--- src/rtl/reduce_gate_sweeper_if.sv ---
// Handshake bundle for reduce_gate_sweeper: gate select, single-shot request,
// sweep control and the registered result/status outputs.
interface reduce_gate_sweeper_if #(
  parameter int N = 3
);
  logic [2:0]   mode;
  logic [N-1:0] ext_in;
  logic         ext_valid;
  logic         start;
  logic [N-1:0] vec_out;
  logic         y;
  logic         y_valid;
  logic         busy;
  logic         done;
  logic [N:0]   ones_cnt;

  modport master (
    output mode, ext_in, ext_valid, start,
    input  vec_out, y, y_valid, busy, done, ones_cnt
  );

  modport slave (
    input  mode, ext_in, ext_valid, start,
    output vec_out, y, y_valid, busy, done, ones_cnt
  );
endinterface

--- src/rtl/reduce_gate_sweeper.sv ---
// Registered N-input reduction gate with runtime gate select: evaluates an external
// vector on request, or sweeps all 2^N vectors and counts the TRUE results.
module reduce_gate_sweeper #(
  parameter int N = 3
) (
  input  logic                 clk,
  input  logic                 rst_n,
  reduce_gate_sweeper_if.slave bus
);

  typedef enum logic [1:0] {
    IDLE  = 2'd0,
    SWEEP = 2'd1,
    FIN   = 2'd2
  } state_t;

  localparam logic [N:0] LAST_IDX = {1'b0, {N{1'b1}}};

  state_t       state_r;
  logic [2:0]   mode_r;
  logic [N:0]   idx_r;
  logic [N-1:0] vec_r;
  logic         y_r;
  logic         y_valid_r;
  logic         busy_r;
  logic         done_r;
  logic [N:0]   ones_r;
  logic         sweep_y_s;

  // Reserved selects (6, 7) deliberately evaluate to 0.
  function automatic logic gate_eval(input logic [2:0] m, input logic [N-1:0] v);
    logic r;
    case (m)
      3'd0:    r = &v;
      3'd1:    r = |v;
      3'd2:    r = ^v;
      3'd3:    r = ~&v;
      3'd4:    r = ~|v;
      3'd5:    r = ~^v;
      default: r = 1'b0;
    endcase
    return r;
  endfunction

  assign sweep_y_s = gate_eval(mode_r, idx_r[N-1:0]);

  // Control FSM and all registered outputs.
  always_ff @(posedge clk or negedge rst_n) begin
    if (!rst_n) begin
      state_r   <= IDLE;
      mode_r    <= 3'd0;
      idx_r     <= '0;
      vec_r     <= '0;
      y_r       <= 1'b0;
      y_valid_r <= 1'b0;
      busy_r    <= 1'b0;
      done_r    <= 1'b0;
      ones_r    <= '0;
    end else begin
      y_valid_r <= 1'b0;
      done_r    <= 1'b0;
      case (state_r)
        IDLE: begin
          if (bus.start) begin
            mode_r  <= bus.mode;
            ones_r  <= '0;
            idx_r   <= '0;
            busy_r  <= 1'b1;
            state_r <= SWEEP;
          end else if (bus.ext_valid) begin
            vec_r     <= bus.ext_in;
            y_r       <= gate_eval(bus.mode, bus.ext_in);
            y_valid_r <= 1'b1;
          end else begin
            state_r <= IDLE;
          end
        end
        SWEEP: begin
          vec_r     <= idx_r[N-1:0];
          y_r       <= sweep_y_s;
          y_valid_r <= 1'b1;
          ones_r    <= ones_r + (N+1)'(sweep_y_s);
          idx_r     <= idx_r + (N+1)'(1);
          if (idx_r == LAST_IDX) begin
            state_r <= FIN;
          end else begin
            state_r <= SWEEP;
          end
        end
        FIN: begin
          // Requests seen here are dropped; the sweep ends with a single done pulse.
          busy_r  <= 1'b0;
          done_r  <= 1'b1;
          state_r <= IDLE;
        end
        default: begin
          busy_r  <= 1'b0;
          state_r <= IDLE;
        end
      endcase
    end
  end

  assign bus.vec_out  = vec_r;
  assign bus.y        = y_r;
  assign bus.y_valid  = y_valid_r;
  assign bus.busy     = busy_r;
  assign bus.done     = done_r;
  assign bus.ones_cnt = ones_r;

endmodule

--- src/flat_wrapper.sv ---
// flat-port wrapper written by rule: the top's interface ports become plain ports
module reduce_gate_sweeper_flat 
#(
  parameter int N = 3
)
  (clk, rst_n, bus_mode, bus_ext_in, bus_ext_valid, bus_start, bus_vec_out, bus_y, bus_y_valid, bus_busy, bus_done, bus_ones_cnt);
  reduce_gate_sweeper_if #(.N(N)) bus_i ();
  input  logic clk;
  input  logic rst_n;
  input wire logic [$bits(bus_i.mode)-1:0] bus_mode;
  input wire logic [$bits(bus_i.ext_in)-1:0] bus_ext_in;
  input wire logic [$bits(bus_i.ext_valid)-1:0] bus_ext_valid;
  input wire logic [$bits(bus_i.start)-1:0] bus_start;
  output wire logic [$bits(bus_i.vec_out)-1:0] bus_vec_out;
  output wire logic [$bits(bus_i.y)-1:0] bus_y;
  output wire logic [$bits(bus_i.y_valid)-1:0] bus_y_valid;
  output wire logic [$bits(bus_i.busy)-1:0] bus_busy;
  output wire logic [$bits(bus_i.done)-1:0] bus_done;
  output wire logic [$bits(bus_i.ones_cnt)-1:0] bus_ones_cnt;
  assign bus_i.mode = bus_mode;
  assign bus_i.ext_in = bus_ext_in;
  assign bus_i.ext_valid = bus_ext_valid;
  assign bus_i.start = bus_start;
  assign bus_vec_out = bus_i.vec_out;
  assign bus_y = bus_i.y;
  assign bus_y_valid = bus_i.y_valid;
  assign bus_busy = bus_i.busy;
  assign bus_done = bus_i.done;
  assign bus_ones_cnt = bus_i.ones_cnt;
  reduce_gate_sweeper #(.N(N)) u_core (.clk(clk), .rst_n(rst_n), .bus(bus_i));
endmodule
--- config.mk ---
export PLATFORM = sky130hd
export DESIGN_NAME = reduce_gate_sweeper_flat
export DESIGN_NICKNAME = d
export VERILOG_FILES = /design/src/rtl/reduce_gate_sweeper_if.sv /design/src/rtl/reduce_gate_sweeper.sv /design/src/flat_wrapper.sv
export SDC_FILE = /design/constraint.sdc
export NUM_CORES = 1
export LEC_CHECK = 0
export CORE_UTILIZATION = 50
export DETAILED_ROUTE_END_ITERATION = 16
export DONT_BUFFER_PORTS = 1
export MAX_ROUTING_LAYER = met4
export PLACE_DENSITY = 0.75
export SYNTH_ARGS = -nofsm -noshare
export SYNTH_HDL_FRONTEND = slang
export SYNTH_SLANG_ARGS = --single-unit
--- constraint.sdc ---
create_clock -name clk -period 2.28 [get_ports clk]
set_input_delay 0.456 -clock clk [delete_from_list [all_inputs] [get_ports clk]]
set_output_delay 0.456 -clock clk [all_outputs]
set_load 0.02 [all_outputs]
==> impl_metrics.py <==
metrics = {
    "status": {
        "status": "finished clean",
    },
    "routing": {
        "postRouteWirelength_um": 2101,
        "dr_total_vias": 853,
        "wl_met2_um": 1055,
        "wl_met1_um": 932,
        "routed.top_layer": "met4",
        "drc": 0,
        "viasPerCell": 5.803,
        "wire_per_inst_um": 14.29,
        "drtAntennaViolNets": 0,
        "met3_length_um": 101,
        "drt_first_iter_violations": 17,
        "drtPass1Iterations": 4,
    },
    "floorplan": {
        "rows": 16,
        "fp.dieW_um": 48.82,
        "dieHeight_um": 48.82,
        "initial_core_util_pct": 54.75,
        "coreArea_um2": 2002,
        "io_pins": 21,
        "die_area_um2": 2383,
    },
    "logic_synthesis": {
        "synth-edff-count": 0,
        "synthXorXnorAreaFrac_pct": 0.7991,
        "yosys.area.top_type_share_pct": 45.66,
        "yosysTopAreaCell": "dfrtp_1",
        "synth_flop_cell": "dfrtp_1",
        "ys_seq_elements": 20,
        "synth_compound_area_share_pct": 15.98,
        "ys_types": 32,
        "synth_top_family_by_area": "simple AND/OR/NAND/NOR gates",
        "synth.yosys.seq_area_share_pct": 45.66,
        "synth_fa_ha_area_share_pct": 7.991,
        "synthesis.nets": 133,
        "synth-simple-area-share_pct": 22.26,
        "netlist_area_um2": 1096,
        "synth_warnings": 0,
        "postSynth.asyncResetShare_pct": 100.0,
        "synth.area.mux_share_pct": 1.941,
        "yosys-top-cells-area": "dfrtp_1 (46%), ha_1 (8.0%), nand2_1 (5.8%), o21ai_0 (5.0%), inv_1 (3.8%)",
        "syn_area_per_cell_um2": 9.449,
        "synthCells": 116,
    },
    "flow_run": {
        "maxCapViolations": 0,
    },
    "sta": {
        "post-route-period-util_pct": 89.42,
        "skew_ns": 0.01195,
        "finalSetupTns_ns": 0,
        "setup_viol": 0,
        "grt_setup_unrepaired": "no",
        "timing.final.ws_setup_ns": 0.2413,
        "tightestPinTransition_ns": 0.9069,
        "hold_viol_final": 0,
        "slew_violations": 0,
        "slew_headroom_pct": 39.34,
        "fmax_mhz": 490.5,
        "post-route-min-period_ns": 2.039,
    },
    "final_layout": {
        "fin_nets": 139,
        "nFillCells": 182,
        "diodes": 0,
        "layout_common_cells": "dfrtp_1 (20), nand2_1 (17), inv_1 (11), o21ai_0 (11), nand3_1 (8)",
        "drive_above_1_share_pct": 9.167,
        "final_common_cell": "dfrtp_1",
        "synthToLayoutAreaGrowth_pct": 6.507,
    },
    "clock_tree": {
        "cts_tree": "done",
        "clkSinkCount": 20,
        "numCtsBuffers": 3,
        "htreeDepth": 1,
        "insertion_delay_ns": 0.30,
        "clkTransAtPathRegs_ns": 0.11,
        "ctsRootBufferMaster": "clkbuf_4",
        "cts_resized": 0,
        "clock_path_buffers": 2,
    },
    "grt": {
        "grt_max_degree": 21,
        "grt-ovfl-total": 0,
        "grt_pass1_wl_um": 3677,
        "grt_pass1_vias": 889,
        "grt_use_total_pct": 20.43,
        "antenna_found_initial": 0,
    },
    "critical_path": {
        "slowest_delay_ns": 0.36,
        "cp_common_cell": "ha_1",
        "end_kind": "flip-flop",
        "crit_type": "reg -> reg",
        "cp_max_fo": 4,
        "cp_cell_sequence": "inv_1 > ha_1 > xor2_1 > o2111a_1 > nor3_2 > inv_1 > ha_1 > ha_1 > nand2_1 > nand3_1 > o21ai_0",
        "cp.required_ns": 2.52,
        "cp_slowest_cell": "dfrtp_1",
        "worstPathArrival_ns": 2.28,
        "worst-path-buf-inv": 2,
        "crit_family": "adder cells",
        "cp-start-kind": "flip-flop",
    },
    "placement": {
        "gp_congestion": 0.8218,
        "numPortBuffers": 0,
        "post-dp-hpwl_um": 1571,
        "dp_slack_ns": 0.08023,
    },
    "worst_hold_path": {
        "min-delay-path-class": "in -> reg",
    },
    "power_and_ir_drop": {
        "power_density_nw_per_um2": 1386,
        "peakVddDrop_mv": 0.8021,
        "leakagePower_nw": 0.5545,
        "fin_total_pwr_mw": 1.618,
    },
}
[power breakdown]
part           internal (mW)  total, mW  switching, mW
combinational          0.315      0.709          0.393
clock                 0.0617      0.166          0.105
sequential             0.509      0.743          0.234
[state kept, by name, indices dropped and copies added, names as in the netlist, 2 cells and up]
signal,cells
u_core.idx_r,4
u_core.state_r,2
u_core.mode_r,3
u_core.bus.vec_out,3
u_core.bus.ones_cnt,4
[cells in the mapped netlist, types with 2 or more instances]
master and instances:
nand2b_1 4, nand3_1 8, inv_1 11, nand2_1 17
nor2b_1 3, ha_1 7, and2_1 2, o211ai_1 2
a211oi_1 2, buf_2 2, a21oi_1 3, o21ai_0 11
dfrtp_1 20, nor2_1 5, nand4_1 2
[layout make-up]
type / count / area (um2) / area share [%]
multi-input cells: 82 / 536.8 / 45.98
flip-flops and latches: 20 / 500.5 / 42.87
inverters: 11 / 41.29 / 3.537
well taps: 27 / 33.78 / 2.894
repair buffers: 4 / 32.53 / 2.787
clock buffers: 3 / 22.52 / 1.929
[path summary, 6_finish.rpt]
| check | cells past startpoint | slack (ns) | end | from |
|---|---|---|---|---|
| max reg2reg | 11 | 0.24 | u_core.bus.ones_cnt[2] | u_core.idx_r[0] |
| min reg2reg | 1 | 0.50 | u_core.bus.done | u_core.state_r[0] |
| max in group asynchronous | 1 | 1.00 | u_core.state_r[1] | rst_n |
| max | 11 | 0.24 | u_core.bus.ones_cnt[2] | u_core.idx_r[0] |
| min | 1 | 0.29 | u_core.mode_r[0] | bus_mode[0] |
| min in group asynchronous | 1 | 0.71 | u_core.mode_r[2] | rst_n |
[worst register-to-register path, delay by kind of cell (launching register included)]
family / cells / cell delay (ns)
adders and majority gates: 3 / 0.71
DFF: 1 / 0.36
AOI/OAI and AO/OA: 2 / 0.35
and+or+nand+nor: 3 / 0.29
xor gates and xnor gates: 1 / 0.18
buffers and inverters: 2 / 0.11
[kinds of logic (layout without fill, tap and decap cells)]
| kind of cell | Yosys count | after routing |
|---|---|---|
| buf+inv | 14 | 18 |
| mux | 2 | 2 |
| compound gates | 25 | 25 |
| simple gates | 47 | 47 |
| fa+ha+maj | 7 | 7 |
| flops | 20 | 20 |
| xor+xnor | 1 | 1 |
[stage by stage]
stage | instances | area, um2 | util, % | hold slack, ns
2_1_floorplan | 116 | 1096 | - | 0.1604
5_1_grt | 147 | 1167 | 58.31 | 0.2842
6_report | 147 | 1167 | 58.31 | 0.2934
4_1_cts | 145 | 1152 | 57.56 | 0.2900
3_5_place_dp | 141 | 1120 | 55.94 | 0.1610
3_3_place_gp | 141 | 1120 | 55.94 | 0.1610
[per-layer routing]
metal / vias to the layer above / GRT usage (%)
li1: 408 / -
met1: 422 / 24.64
met2: 21 / 35.19
met3: 2 / 4.984
met4: 0 / 3.431
met5: - / -
[what timing repair did]
action,in CTS,in global routing
setup endpoints to repair,0,2
hold endpoints to repair,20,0
setup buffers,0,2
hold buffers,1,0
Power figures use the tool's default switching activity.
==> RTL edit 1 (same settings) <==
The 3 states of `state_t` get a one-hot encoding in 3 bits.
--- a/src/rtl/reduce_gate_sweeper.sv
+++ b/src/rtl/reduce_gate_sweeper.sv
@@ -8,10 +8,10 @@
   reduce_gate_sweeper_if.slave bus
 );
 
-  typedef enum logic [1:0] {
-    IDLE  = 2'd0,
-    SWEEP = 2'd1,
-    FIN   = 2'd2
+  typedef enum logic [2:0] {
+    IDLE  = 3'b001,
+    SWEEP = 3'b010,
+    FIN   = 3'b100
   } state_t;
 
   localparam logic [N:0] LAST_IDX = {1'b0, {N{1'b1}}};
Function: no difference found for any inputs over 10 cycles, from zero or initial values and one cycle with rst_n low; not proved beyond that.
==> RTL edit 1 against the unedited design <==
  * Sequential cell count increased by 1
  * Non-clock buffer count decreased by 3
  * Area after synthesis increased by 4.1%
  * Clock skew decreased by 10 ps
  * First-iteration DRC count increased by 65%
  * Via count decreased by 3.0%
  * Power decreased by 19%
  * Worst setup slack got worse by 62 ps
  * Design area increased by 2.1%
  * Sequential share of layout area increased by 1.3 points
  * Critical path depth decreased by 1
  * Global-route usage decreased by 1.4 points
  * Routed wire length decreased by 2.3%
  * Critical endpoint is now u_core.bus.ones_cnt[1]
  * Largest cell class unchanged
==> RTL edit 1: results (changes against the unedited design) <==
| Parameter | Value | Unit | Change |
|---|---|---|---|
| Combined global-route utilization of all metal layers | 19.0 | % | was 20.4% |
| Worst reg-to-reg setup slack | 180 | ps | was 240 ps |
| Top cells by area in the synthesized netlist | dfrtp_1, ha_1, nand2_1 | - | unchanged |
| Top cells by instance count after synthesis | dfrtp_1, nand2_1, o21ai_1 | - | was dfrtp_1, nand2_1, inv_1, o21ai_0, nand3_1 |
| First-pass GRT wire length | 3.49 | mm | was 3.68 mm |
| 1st-iter DRT viols | 28 | - | was 17 |
| Worst slew margin relative to its limit | 39.8 | % | was 39.3% |
| Final hold slack | 252 | ps | was 293 ps |
| Total inserted antenna cells | 0 | - | unchanged |
| Sequential share of the synthesized area | 46.2 | % | was 45.7% |
| Min-Delay Endpoint | u_core.mode_r[2] | - | was u_core.mode_r[0] |
| Startpoint of the worst hold path | bus_mode[2] | - | was bus_mode[0] |
| Fraction of layout instances using a drive strength above 1 | 10.9 | % | was 9.17% |
| Hold Path Cell Cnt | 2 | - | was 1 |
| Via count of the first global-routing pass | 815 | - | was 889 |
| Leakage power figure | 0.577 | nW | was 0.554 nW |
| Syn_area_per_cell | 9.67 | um2 | was 9.45 um2 |
| Instance area at placement | 0.00115 | mm2 | was 0.00112 mm2 |
| GPL Wtd Cong | 0.762 | - | was 0.822 |
| Reg-to-Reg End | u_core.bus.ones_cnt[1] | - | was u_core.bus.ones_cnt[2] |
| Internal cell power | 0.000759 | W | was 0.000886 W |
| Max incr delay on CP | 430 | ps | was 360 ps |
| Status | finished, final reports clean | - | unchanged |
| Post-route clock skew | 1.49 | ps | was 12.0 ps |
| Pin count of the biggest net entering global routing | 22 | - | was 21 |
| Worst-path fanout max | 5 | - | was 4 |
| Worst vdd rail ir drop | 641 | uV | was 802 uV |
| Total wire length after detailed routing | 2.05 | mm | was 2.10 mm |
| Number of vias in the routed layout | 827 | - | was 853 |
[RTL edit 1: per-stage QoR]
stage                     setup slack [ps]  instances
after floorplan                        274        118
after global placement                 195        141
after detailed placement               140        141
after CTS                              119        146
after global routing                  37.3        146
final                                  179        146
[RTL edit 1: power groups by stage]
stage / clock network (W) / registers [W] / logic (W)
2_1_floorplan: 0 / 0.000652 / 0.000387
3_5_place_dp: 0 / 0.000683 / 0.000445
3_3_place_gp: 0 / 0.000680 / 0.000429
5_1_grt: 0.000202 / 0.000691 / 0.000529
6_report: 0.000178 / 0.000676 / 0.000462
4_1_cts: 0.000186 / 0.000677 / 0.000456
[RTL edit 1: kinds of logic (layout without fill, tap and decap cells)]
| kind of cell | Yosys count | in the layout | share of synthesized area [%] |
|---|---|---|---|
| compound gates | 29 | 29 | 18.4 |
| xor+xnor | 1 | 1 | 0.768 |
| fa+ha+maj | 7 | 7 | 7.68 |
| buf+inv | 12 | 13 | 4.71 |
| flops | 21 | 21 | 46.2 |
| mux | 2 | 2 | 2.19 |
| simple gates | 46 | 46 | 20.1 |
[RTL edit 1: area by class of cell]
type | instances | area (um2)
Sequential cell | 21 | 527
Clock inverter | 1 | 5.00
Multi-Input combinational cell | 85 | 564
Inverter | 8 | 30.0
Timing Repair Buffer | 1 | 10.0
Fill cell | 169 | 870
Tap cell | 27 | 33.8
Clock buffer | 3 | 22.5
[RTL edit 1: repair_timing]
item / 4_1_cts / 5_1_grt
endpoints found under the setup margin: 0 / 2
resized for setup: 0 / 1
hold buffers: 1 / 0
hold endpoints to repair: 21 / 0
[RTL edit 1: layer usage]
layer	vias to the layer above	GRT usage, %	wire (um)
li1	414	-	-
met2	25	28.8	955
met1	388	25.9	1010
met4	0	4.29	0
met3	0	4.32	86
met5	-	-	0
==> RTL edit 2 (config.mk and constraints unchanged) <==
Made on the original files. `N` is set to 3 in 3 places; all go to 6.
--- a/src/rtl/reduce_gate_sweeper_if.sv
+++ b/src/rtl/reduce_gate_sweeper_if.sv
@@ -1,7 +1,7 @@
 // Handshake bundle for reduce_gate_sweeper: gate select, single-shot request,
 // sweep control and the registered result/status outputs.
 interface reduce_gate_sweeper_if #(
-  parameter int N = 3
+  parameter int N = 6
 );
   logic [2:0]   mode;
   logic [N-1:0] ext_in;
--- a/src/rtl/reduce_gate_sweeper.sv
+++ b/src/rtl/reduce_gate_sweeper.sv
@@ -1,7 +1,7 @@
 // Registered N-input reduction gate with runtime gate select: evaluates an external
 // vector on request, or sweeps all 2^N vectors and counts the TRUE results.
 module reduce_gate_sweeper #(
-  parameter int N = 3
+  parameter int N = 6
 ) (
   input  logic                 clk,
   input  logic                 rst_n,
--- a/src/flat_wrapper.sv
+++ b/src/flat_wrapper.sv
@@ -1,7 +1,7 @@
 // flat-port wrapper written by rule: the top's interface ports become plain ports
 module reduce_gate_sweeper_flat 
 #(
-  parameter int N = 3
+  parameter int N = 6
 )
   (clk, rst_n, bus_mode, bus_ext_in, bus_ext_valid, bus_start, bus_vec_out, bus_y, bus_y_valid, bus_busy, bus_done, bus_ones_cnt);
   reduce_gate_sweeper_if #(.N(N)) bus_i ();
Ports: changed (resized bus_ext_in, bus_ones_cnt and bus_vec_out); port bits go from 21 to 30. No check against the original RTL was run, so the function may have changed too.
==> RTL edit 2 against the unedited design <==
  * The flow now finishes with violations (negative setup slack)
  * Power is 54% higher
  * Worst setup slack worse by 400 ps
  * Design area is 70% higher
  * Sequential cell count is 9 higher
  * Clock skew is 0.73 ps lower
  * Non-clock buffer count is 12 higher
  * Routed wire length is 74% higher
  * Area after synthesis is 50% higher
  * Largest cell class unchanged
==> RTL edit 2: results (changes against the unedited design) <==
| Parameter | Value | Unit | Change |
|---|---|---|---|
| Status | complete, but fails checks | - | was finished, final reports clean |
| Violations in the final reports | negative setup slack | - |  |
| Cell class contributing the biggest share of worst-path delay | compound AO/OA/AOI/OAI gates | - | was adder cells |
| Fraction of area in multi-input gates | 46.4 | % | was 46.0% |
| Combined global-route utilization of all metal layers | 23.1 | % | was 20.4% |
| Cells after Synth | 164 | - | was 116 |
| Adder-cell share of the synthesized area | 11.4 | % | was 7.99% |
| Synthesized Nets | 192 | - | was 133 |
| Instance area at placement | 0.00176 | mm2 | was 0.00112 mm2 |
| Fraction of area in registers | 36.7 | % | was 42.9% |
| Clock buffer and inverter area fraction after layout | 4.30 | % | was 1.93% |
| Final-report setup violation count | 5 | - | was 0 |
| Drt via density | 5.76 | - | was 5.80 |
| Pin count of the biggest net entering global routing | 30 | - | was 21 |
| Top cells by instance count after synthesis | dfrtp_1, nand2_1, ha_1, inv_1, o21ai_0 | - | was dfrtp_1, nand2_1, inv_1, o21ai_0, nand3_1 |
| Final hold slack | 279 | ps | was 293 ps |
| Proportion of synthesized area in mux cells | 7.52 | % | was 1.94% |
| Clock latency reported for the late side of the worst-skew pair | 330 | ps | was 300 ps |
| Worst Setup Slack, final | -160 | ps | was 241 ps |
| Post-placement setup slack | -154 | ps | was 80.2 ps |
| Reg-to-Reg End | u_core.bus.ones_cnt[6] | - | was u_core.bus.ones_cnt[2] |
| Worst reg-to-reg setup slack | -160 | ps | was 240 ps |
| Leakage power figure | 0.956 | nW | was 0.554 nW |
| 1st-iter DRT viols | 34 | - | was 17 |
| Startpoint of the worst hold path | bus_mode[1] | - | was bus_mode[0] |
| Total wire length after detailed routing | 3.65 | mm | was 2.10 mm |
| Min-Delay Endpoint | u_core.mode_r[1] | - | was u_core.mode_r[0] |
| CP max-delay cell | xnor3_1 | - | was dfrtp_1 |
| Routed length on met3 | 259 | um | was 101 um |
| M3 GR Usage | 6.55 | % | was 4.98% |
| Number of nets at the end of the flow | 209 | - | was 139 |
| First-pass GRT wire length | 5.56 | mm | was 3.68 mm |
| DP Wirelength | 2.42 | mm | was 1.57 mm |
==> RTL edit 2: cell count changes after synthesis, sizes merged, moves of 3 or more <==
| cell | unedited run | this run |
|---|---|---|
| and4b | 0 | 3 |
| dfrtp | 20 | 29 |
| ha | 7 | 15 |
| inv | 11 | 15 |
| mux2i | 1 | 9 |
| o21ai | 11 | 14 |
==> RTL edit 2: what timing repair did <==
| action | CTS | global route |
|---|---|---|
| hold endpoints to repair | 29 | 0 |
| cloned | 0 | 0 |
| resized for setup | 4 | 8 |
| setup endpoints to repair | 5 | 7 |
| pin swaps | 4 | 6 |
| buffers inserted | 5 | 1 |
| hold buffers | 2 | 0 |
==> RTL edit 2: cell families after synthesis <==
logic type | after synthesis
simple gates | 52
flops | 29
fa+ha+maj | 15
mux | 12
buf+inv | 21
compound gates | 33
xor+xnor | 2
==> RTL edit 2: power by group <==
part	switching (W)	total [W]	internal, W
clock network	0.000183	0.000445	0.000262
logic	0.000483	0.00107	0.000584
registers	0.000298	0.000981	0.000683
total	0.000964	0.00249	0.00153
